$ cat src/rtl/pvid_axis_tx.sv
// Stereo parallel-video to AXI4-Stream transmitter with a small backpressure FIFO.
// Register bus exposes enable, frame geometry and sticky status plus a frame counter.
module pvid_axis_tx #(
   parameter int AW = 5
) (
   input  logic        clk,
   input  logic        rst_n,
   input  logic        ibus_cs,
   input  logic        ibus_wr,
   input  logic [7:0]  ibus_addr,
   input  logic [31:0] ibus_wrdata,
   output logic [31:0] ibus_rddata,
   input  logic        sof_in,
   input  logic        vin,
   input  logic [15:0] d1_in,
   input  logic [15:0] d2_in,
   output logic        tvalid,
   input  logic        tready,
   output logic        tuser,
   output logic        tlast,
   output logic [31:0] tdata
);

   localparam int DEPTH = 1 << AW;

   typedef enum logic [1:0] {S_IDLE, S_ACTIVE, S_DROP} state_t;

   state_t state, state_n;

   logic        vin_q, sof_q;
   logic [15:0] d1_q, d2_q;

   logic        enable;
   logic [11:0] width, height;
   logic        overflow, sof_error;
   logic [15:0] frame_count;

   logic [11:0] w_sh, h_sh, x, y, x_n, y_n, px, py, gw, gh;
   logic        start, wr_req, pix_user, pix_last, frame_end;
   logic        ovf_set, sof_err_set, frame_inc, geom_ok;

   logic [33:0] mem [DEPTH];
   logic [AW-1:0] wptr, rptr;
   logic [AW:0]   mem_count, occ;
   logic          full, wr_ok, load, mem_rd, mem_wr, bypass;
   logic [33:0]   wr_word;

   logic reg_wr;
   logic unused_wrdata;

   assign reg_wr        = ibus_cs & ibus_wr;
   assign unused_wrdata = ^ibus_wrdata[31:12];
   assign geom_ok       = enable & (width != 12'd0) & (height != 12'd0);

   // Inputs are registered once so every downstream decision sees clean timing.
   always_ff @(posedge clk or negedge rst_n) begin
      if (!rst_n) begin
         vin_q <= 1'b0;
         sof_q <= 1'b0;
         d1_q  <= '0;
         d2_q  <= '0;
      end else begin
         vin_q <= vin;
         sof_q <= sof_in & vin;
         d1_q  <= d1_in;
         d2_q  <= d2_in;
      end
   end

   always_ff @(posedge clk or negedge rst_n) begin
      if (!rst_n) begin
         enable      <= 1'b0;
         width       <= '0;
         height      <= '0;
         overflow    <= 1'b0;
         sof_error   <= 1'b0;
         frame_count <= '0;
         ibus_rddata <= '0;
      end else begin
         if (reg_wr && ibus_addr == 8'h00) enable <= ibus_wrdata[0];
         if (reg_wr && ibus_addr == 8'h04) width  <= ibus_wrdata[11:0];
         if (reg_wr && ibus_addr == 8'h08) height <= ibus_wrdata[11:0];
         // A new event wins over a simultaneous write-one-to-clear.
         if (ovf_set)
            overflow <= 1'b1;
         else if (reg_wr && ibus_addr == 8'h0C && ibus_wrdata[0])
            overflow <= 1'b0;
         if (sof_err_set)
            sof_error <= 1'b1;
         else if (reg_wr && ibus_addr == 8'h0C && ibus_wrdata[1])
            sof_error <= 1'b0;
         if (frame_inc) frame_count <= frame_count + 16'd1;
         if (ibus_cs && !ibus_wr) begin
            case (ibus_addr)
               8'h00:   ibus_rddata <= {31'd0, enable};
               8'h04:   ibus_rddata <= {20'd0, width};
               8'h08:   ibus_rddata <= {20'd0, height};
               8'h0C:   ibus_rddata <= {frame_count, 14'd0, sof_error, overflow};
               default: ibus_rddata <= '0;
            endcase
         end
      end
   end

   always_comb begin
      state_n     = state;
      start       = 1'b0;
      wr_req      = 1'b0;
      sof_err_set = 1'b0;
      ovf_set     = 1'b0;
      frame_inc   = 1'b0;
      px          = x;
      py          = y;
      gw          = w_sh;
      gh          = h_sh;
      x_n         = x;
      y_n         = y;
      case (state)
         S_ACTIVE: begin
            if (vin_q) begin
               if (sof_q && (x != 12'd0 || y != 12'd0)) begin
                  sof_err_set = 1'b1;
                  if (geom_ok) start = 1'b1;
                  else state_n = S_IDLE;
               end else begin
                  wr_req = 1'b1;
               end
            end
         end
         default: begin
            if (vin_q && sof_q && geom_ok) start = 1'b1;
         end
      endcase
      // A frame start uses the live geometry; the shadow copy takes it on the same edge.
      if (start) begin
         wr_req = 1'b1;
         px     = '0;
         py     = '0;
         gw     = width;
         gh     = height;
      end
      pix_user  = (px == 12'd0) && (py == 12'd0);
      pix_last  = (px == gw - 12'd1);
      frame_end = pix_last && (py == gh - 12'd1);
      if (wr_req) begin
         if (full) begin
            ovf_set = 1'b1;
            state_n = S_DROP;
         end else if (frame_end) begin
            frame_inc = 1'b1;
            state_n   = S_IDLE;
            x_n       = '0;
            y_n       = '0;
         end else begin
            state_n = S_ACTIVE;
            if (pix_last) begin
               x_n = '0;
               y_n = py + 12'd1;
            end else begin
               x_n = px + 12'd1;
               y_n = py;
            end
         end
      end
   end

   always_ff @(posedge clk or negedge rst_n) begin
      if (!rst_n) begin
         state <= S_IDLE;
         x     <= '0;
         y     <= '0;
         w_sh  <= '0;
         h_sh  <= '0;
      end else begin
         state <= state_n;
         x     <= x_n;
         y     <= y_n;
         if (start) begin
            w_sh <= width;
            h_sh <= height;
         end
      end
   end

   // The output register counts as one FIFO slot, so total capacity is exactly DEPTH.
   assign occ     = mem_count + {{AW{1'b0}}, tvalid};
   assign full    = (occ == (AW + 1)'(DEPTH));
   assign wr_ok   = wr_req & ~full;
   assign load    = ~tvalid | tready;
   assign mem_rd  = load & (mem_count != '0);
   assign bypass  = load & (mem_count == '0) & wr_ok;
   assign mem_wr  = wr_ok & ~bypass;
   assign wr_word = {pix_user, pix_last, d2_q, d1_q};

   always_ff @(posedge clk) begin
      if (mem_wr) mem[wptr] <= wr_word;
   end

   always_ff @(posedge clk or negedge rst_n) begin
      if (!rst_n) begin
         wptr      <= '0;
         rptr      <= '0;
         mem_count <= '0;
         tvalid    <= 1'b0;
         tuser     <= 1'b0;
         tlast     <= 1'b0;
         tdata     <= '0;
      end else begin
         if (mem_wr) wptr <= wptr + 1'b1;
         if (mem_rd) rptr <= rptr + 1'b1;
         case ({mem_wr, mem_rd})
            2'b10:   mem_count <= mem_count + 1'b1;
            2'b01:   mem_count <= mem_count - 1'b1;
            default: mem_count <= mem_count;
         endcase
         if (load) begin
            if (mem_rd) begin
               {tuser, tlast, tdata} <= mem[rptr];
               tvalid <= 1'b1;
            end else if (bypass) begin
               {tuser, tlast, tdata} <= wr_word;
               tvalid <= 1'b1;
            end else begin
               tvalid <= 1'b0;
            end
         end
      end
   end

endmodule

$ cat config.mk
export PLATFORM = sky130hd
export DESIGN_NAME = pvid_axis_tx
export DESIGN_NICKNAME = d
export VERILOG_FILES = /design/src/rtl/pvid_axis_tx.sv
export SDC_FILE = /design/constraint.sdc
export NUM_CORES = 2
export LEC_CHECK = 0
export CAP_MARGIN = 20
export CORE_MARGIN = 5
export CORE_UTILIZATION = 55
export DETAILED_ROUTE_END_ITERATION = 12
export DONT_BUFFER_PORTS = 1
export MAX_ROUTING_LAYER = met4
export PLACE_DENSITY = 0.74
export SLEW_MARGIN = 25
export SYNTH_ARGS = -nofsm -noshare
export SYNTH_HDL_FRONTEND = slang
export SYNTH_SLANG_ARGS = --single-unit
$ cat constraint.sdc
create_clock -name clk -period 5.66 [get_ports clk]
set_input_delay 0.566 -clock clk [delete_from_list [all_inputs] [get_ports clk]]
set_output_delay 0.566 -clock clk [all_outputs]
set_load 0.01 [all_outputs]
==> out/metrics.csv <==
stage;metric;value;unit
outcome;outcome;finished clean;
floorplan;die_area;99700;µm²
synth;netlist-cell-type-count;81;
floorplan;start_util;55.2;%
clocking;clk_latency;0.74;ns
clocking;clock-sinks;1294;
power_and_ir_drop;seq_power_share;43.7;%
power_and_ir_drop;clockPowerShare;34.5;%
hold_path;hold-path-cell-count;2;
setup_path;cp_top_family;simple AND/OR/NAND/NOR gates;
setup_path;setup.worst_path.end_class;flop;
detailed_routing;firstDrtPassIters;5;
synth;synth_area_per_cell;19.0;µm²
clocking;clock-root-buffer;clkbuf_16;
timing;timing_max_transition_violations_final;0;
clocking;clk_pin_slew_worst_paths;0.06;ns
setup_path;cp_slowest_stage_delay;0.68;ns
timing;fmax;190;MHz
clocking;cts_made_buffers;134;
setup_path;crit_buf_inv;2;
finish;drive_above_1_share;23.8;%
power_and_ir_drop;ir_drop;0.248;mV
synth;ys_ff_latch;1294;
timing;fin_skew;0.0519;ns
detailed_routing;ant_nets;0;
timing;rsz0062_at_grt;false;
power_and_ir_drop;powerDensity;431;nW/µm²
place;postPlaceCellArea;53600;µm²
setup_path;start_kind;flop;
timing;fin_crit;5.27;ns
finish;diodes;0;
setup_path;cp_max_fo;32;
global_route;grt_first_pass_wirelength;179000;µm
global_route;first_global_vias;27500;
job;cap_violations;0;
floorplan;core;93000;µm²
clocking;cts_buffer_depth;3;
synth;yosys_warnings;0;
floorplan;rows;112;
power_and_ir_drop;power.switching;6.75;mW
detailed_routing;avgViaCountPerCell;6.40;
timing;finalSetupViolations;0;
floorplan;ios;146;
detailed_routing;wl_per_cell;28.7;µm
synth;netlist_instances;2709;
hold_path;hold_path_class;input pin to flop;
hold_path;min_from;ibus_addr[3];
finish;nets;2931;
timing;tns;0;ns
power_and_ir_drop;switching_share;26.7;%
detailed_routing;dr_total_vias;26800;
detailed_routing;finalWirelength;120000;µm
setup_path;crit_arrival;5.90;ns
clocking;cts.htree.levels;4;
setup_path;cp_cell_sequence;nor4_1 > nand3_1 > nor4b_2 > or3_1 > mux2i_1 > ha_1 > and4_1 > o2111ai_1 > nor4_1 > a41oi_1 > a211oi_4 > buf_4 > buf_4 > o21ai_0 > o21ai_0;
synth;synth_top_area_share;63.6;%
power_and_ir_drop;comb_power_share;21.8;%
floorplan;die_y;316;µm
global_route;gr-total-overflow;0;
synth;async_reset_ff_share;15.9;%
synth;yosysTopAreaCell;edfxtp_1;
synth;ys.flop_type;edfxtp_1;
synth;synth_area_leaders;edfxtp_1, mux4_2, dfrtp_1;
clocking;cts_tree;yes;
setup_path;r2r_slack;0.39;ns
setup_path;crit_required;6.28;ns
timing;fin_crit_sh;93.2;%
synth;yosysSeqAreaShare;73.6;%
setup_path;worst-setup-path-type;flop to flop;
timing;slew_headroom;32.0;%
place;place.gp.congestion;0.827;
setup_path;reg2reg_depth;15;
hold_path;hold_end;enable$_DFFE_PN0P_;
floorplan;die_w;316;µm
synth;synth_edf_count;1088;
place;numPortBuffers;0;
detailed_routing;drc;0;
timing;hold_viol;0;
setup_path;r2r_start;x[5]$_DFFE_PN0P_;
place;hpwl;67500;µm
global_route;grt_usage;25.1;%
global_route;grt_max_degree;207;
detailed_routing;drt_iter0_drc;3131;
setup_path;cp_slowest_cell;a211oi_4;
place;post-place-ws;0.538;ns
power_and_ir_drop;p_leak;19.8;nW
global_route;antenna_found_initial;0;
finish;fin_area;58500;µm²
synth;synthesis.area;51400;µm²
setup_path;r2r-end;tlast$_DFFE_PN0P_;
finish;area_growth_syn_to_layout;13.9;%
timing;final.setup.worst_slack;0.386;ns
timing;worstMarginPinSlew;1.02;ns
power_and_ir_drop;internal-power;18.5;mW
[placed cells by master, fill, tap and decap left out, types with 6 or more instances in the layout]
cell,n
buf_4,57
nor2_1,45
nor2b_1,8
o21ai_0,111
ha_1,19
inv_6,7
clkinv_1,20
o31ai_1,8
nand3b_1,6
edfxtp_1,1088
clkbuf_8,7
a21o_1,7
or3_1,12
nor4_1,10
nor3_1,18
o21ai_1,8
clkbuf_1,28
dfrtp_1,200
nor2_4,32
a31oi_1,9
inv_1,31
nand3_1,58
and3_1,17
mux4_2,323
clkinv_2,20
nand4_1,21
xor2_1,18
xnor2_1,45
mux2_2,28
a21oi_1,22
buf_12,26
mux2i_1,31
o221ai_1,12
clkbuf_16,136
o22ai_1,7
nand2_1,233
a22o_1,21
a22oi_1,10
bufinv_16,13
dlygate4sd3_1,47
[through the flow]
stage	power, mW	hold slack, ns	std cells	utilization (%)
2_1_floorplan	15.2	0.270	2712	-
3_3_place_gp	16.5	0.298	3899	57.6
3_5_place_dp	16.6	0.291	3900	57.6
4_1_cts	25.4	0.0934	4187	62.8
5_1_grt	26.3	0.112	4189	62.9
6_report	25.2	0.149	4189	62.9
[cell families after synthesis]
kind of cell               synth area share [%]
AOI/OAI and AO/OA                          3.26
xor gates and xnor gates                   1.07
adders and majority gates                 0.501
buffers and inverters                      1.41
DFF                                        73.6
muxes                                      15.4
other                                   0.00730
and+or+nand+nor                            4.74
[cells in the mapped netlist, types with 6 or more instances]
library cell  number
edfxtp_1        1088
mux4_2           323
nand2_1          233
dfrtp_1          206
o21ai_0          111
clkbuf_1          92
nor2_1            79
nand3_1           58
xnor2_1           45
buf_1             35
inv_1             31
mux2i_1           31
mux2_2            28
a21oi_1           22
a22o_1            21
nand4_1           21
nor3_1            20
ha_1              19
xor2_1            18
and3_1            17
buf_2             16
o221ai_1          12
or3_1             12
nor4_1            11
a22oi_1           10
a31oi_1           10
nor2b_1            8
o21ai_1            8
o31ai_1            8
a21o_1             7
o22ai_1            7
buf_4              6
nand3b_1           6
[power groups by stage]
| stage | Clock [mW] | Sequential (mW) | Combinational [mW] |
|---|---|---|---|
| floorplan | 0 | 10.9 | 4.29 |
| global placement | 0 | 11.3 | 5.27 |
| detailed placement | 0 | 11.3 | 5.36 |
| CTS | 8.86 | 11.1 | 5.49 |
| global route | 9.28 | 11.1 | 5.93 |
| finish | 8.72 | 11.0 | 5.50 |
[layer usage]
layer	vias to the layer above	part of all wire, %	routed length (µm)	track usage (%)
met3	243	8.3	9970	3.94
met5	-	0	0	-
met2	1354	51	61100	41.1
met1	14100	38	45400	33.2
li1	11100	-	-	-
met4	0	3.0	3640	7.95
[registers in the layout (all words and copies together) (netlist names), 2 cells and up]
name	cells
height	12
width	12
ibus_rddata	28
d1_q	16
frame_count	16
state	2
d2_q	16
tdata	32
mem	1088
x	12
h_sh	12
mem_count	6
rptr	5
w_sh	12
wptr	5
y	12
[timing repair]
action,4_1_cts,5_1_grt
hold endpoints to repair,266,0
endpoints found under the setup margin,0,0
hold buffers,48,0
resized for setup,0,0
setup buffers,0,0
[cell type report]
type / instances / area (µm²)
multi-input combinational: 1236 / 13200
clock buffer: 171 / 3600
tap: 1254 / 1570
clock inverter: 68 / 729
inverter: 33 / 126
timing repair buffer: 133 / 1500
sequential: 1294 / 37800
fill: 6158 / 34500
[worst max path at each step]
stage	end	startpoint	slack, ns	cells after the start
after floorplan	frame_count[1]$_DFFE_PN0P_	width[3]$_DFFE_PN0P_	0.60	19
after global placement	y[7]$_DFFE_PN0P_	y[9]$_DFFE_PN0P_	0.69	15
after detailed placement	tlast$_DFFE_PN0P_	y[9]$_DFFE_PN0P_	0.54	15
after CTS	tlast$_DFFE_PN0P_	width[3]$_DFFE_PN0P_	0.50	15
after global routing	tlast$_DFFE_PN0P_	y[9]$_DFFE_PN0P_	0.04	15
final	tlast$_DFFE_PN0P_	x[5]$_DFFE_PN0P_	0.39	15
Power figures use the tool's default switching activity.
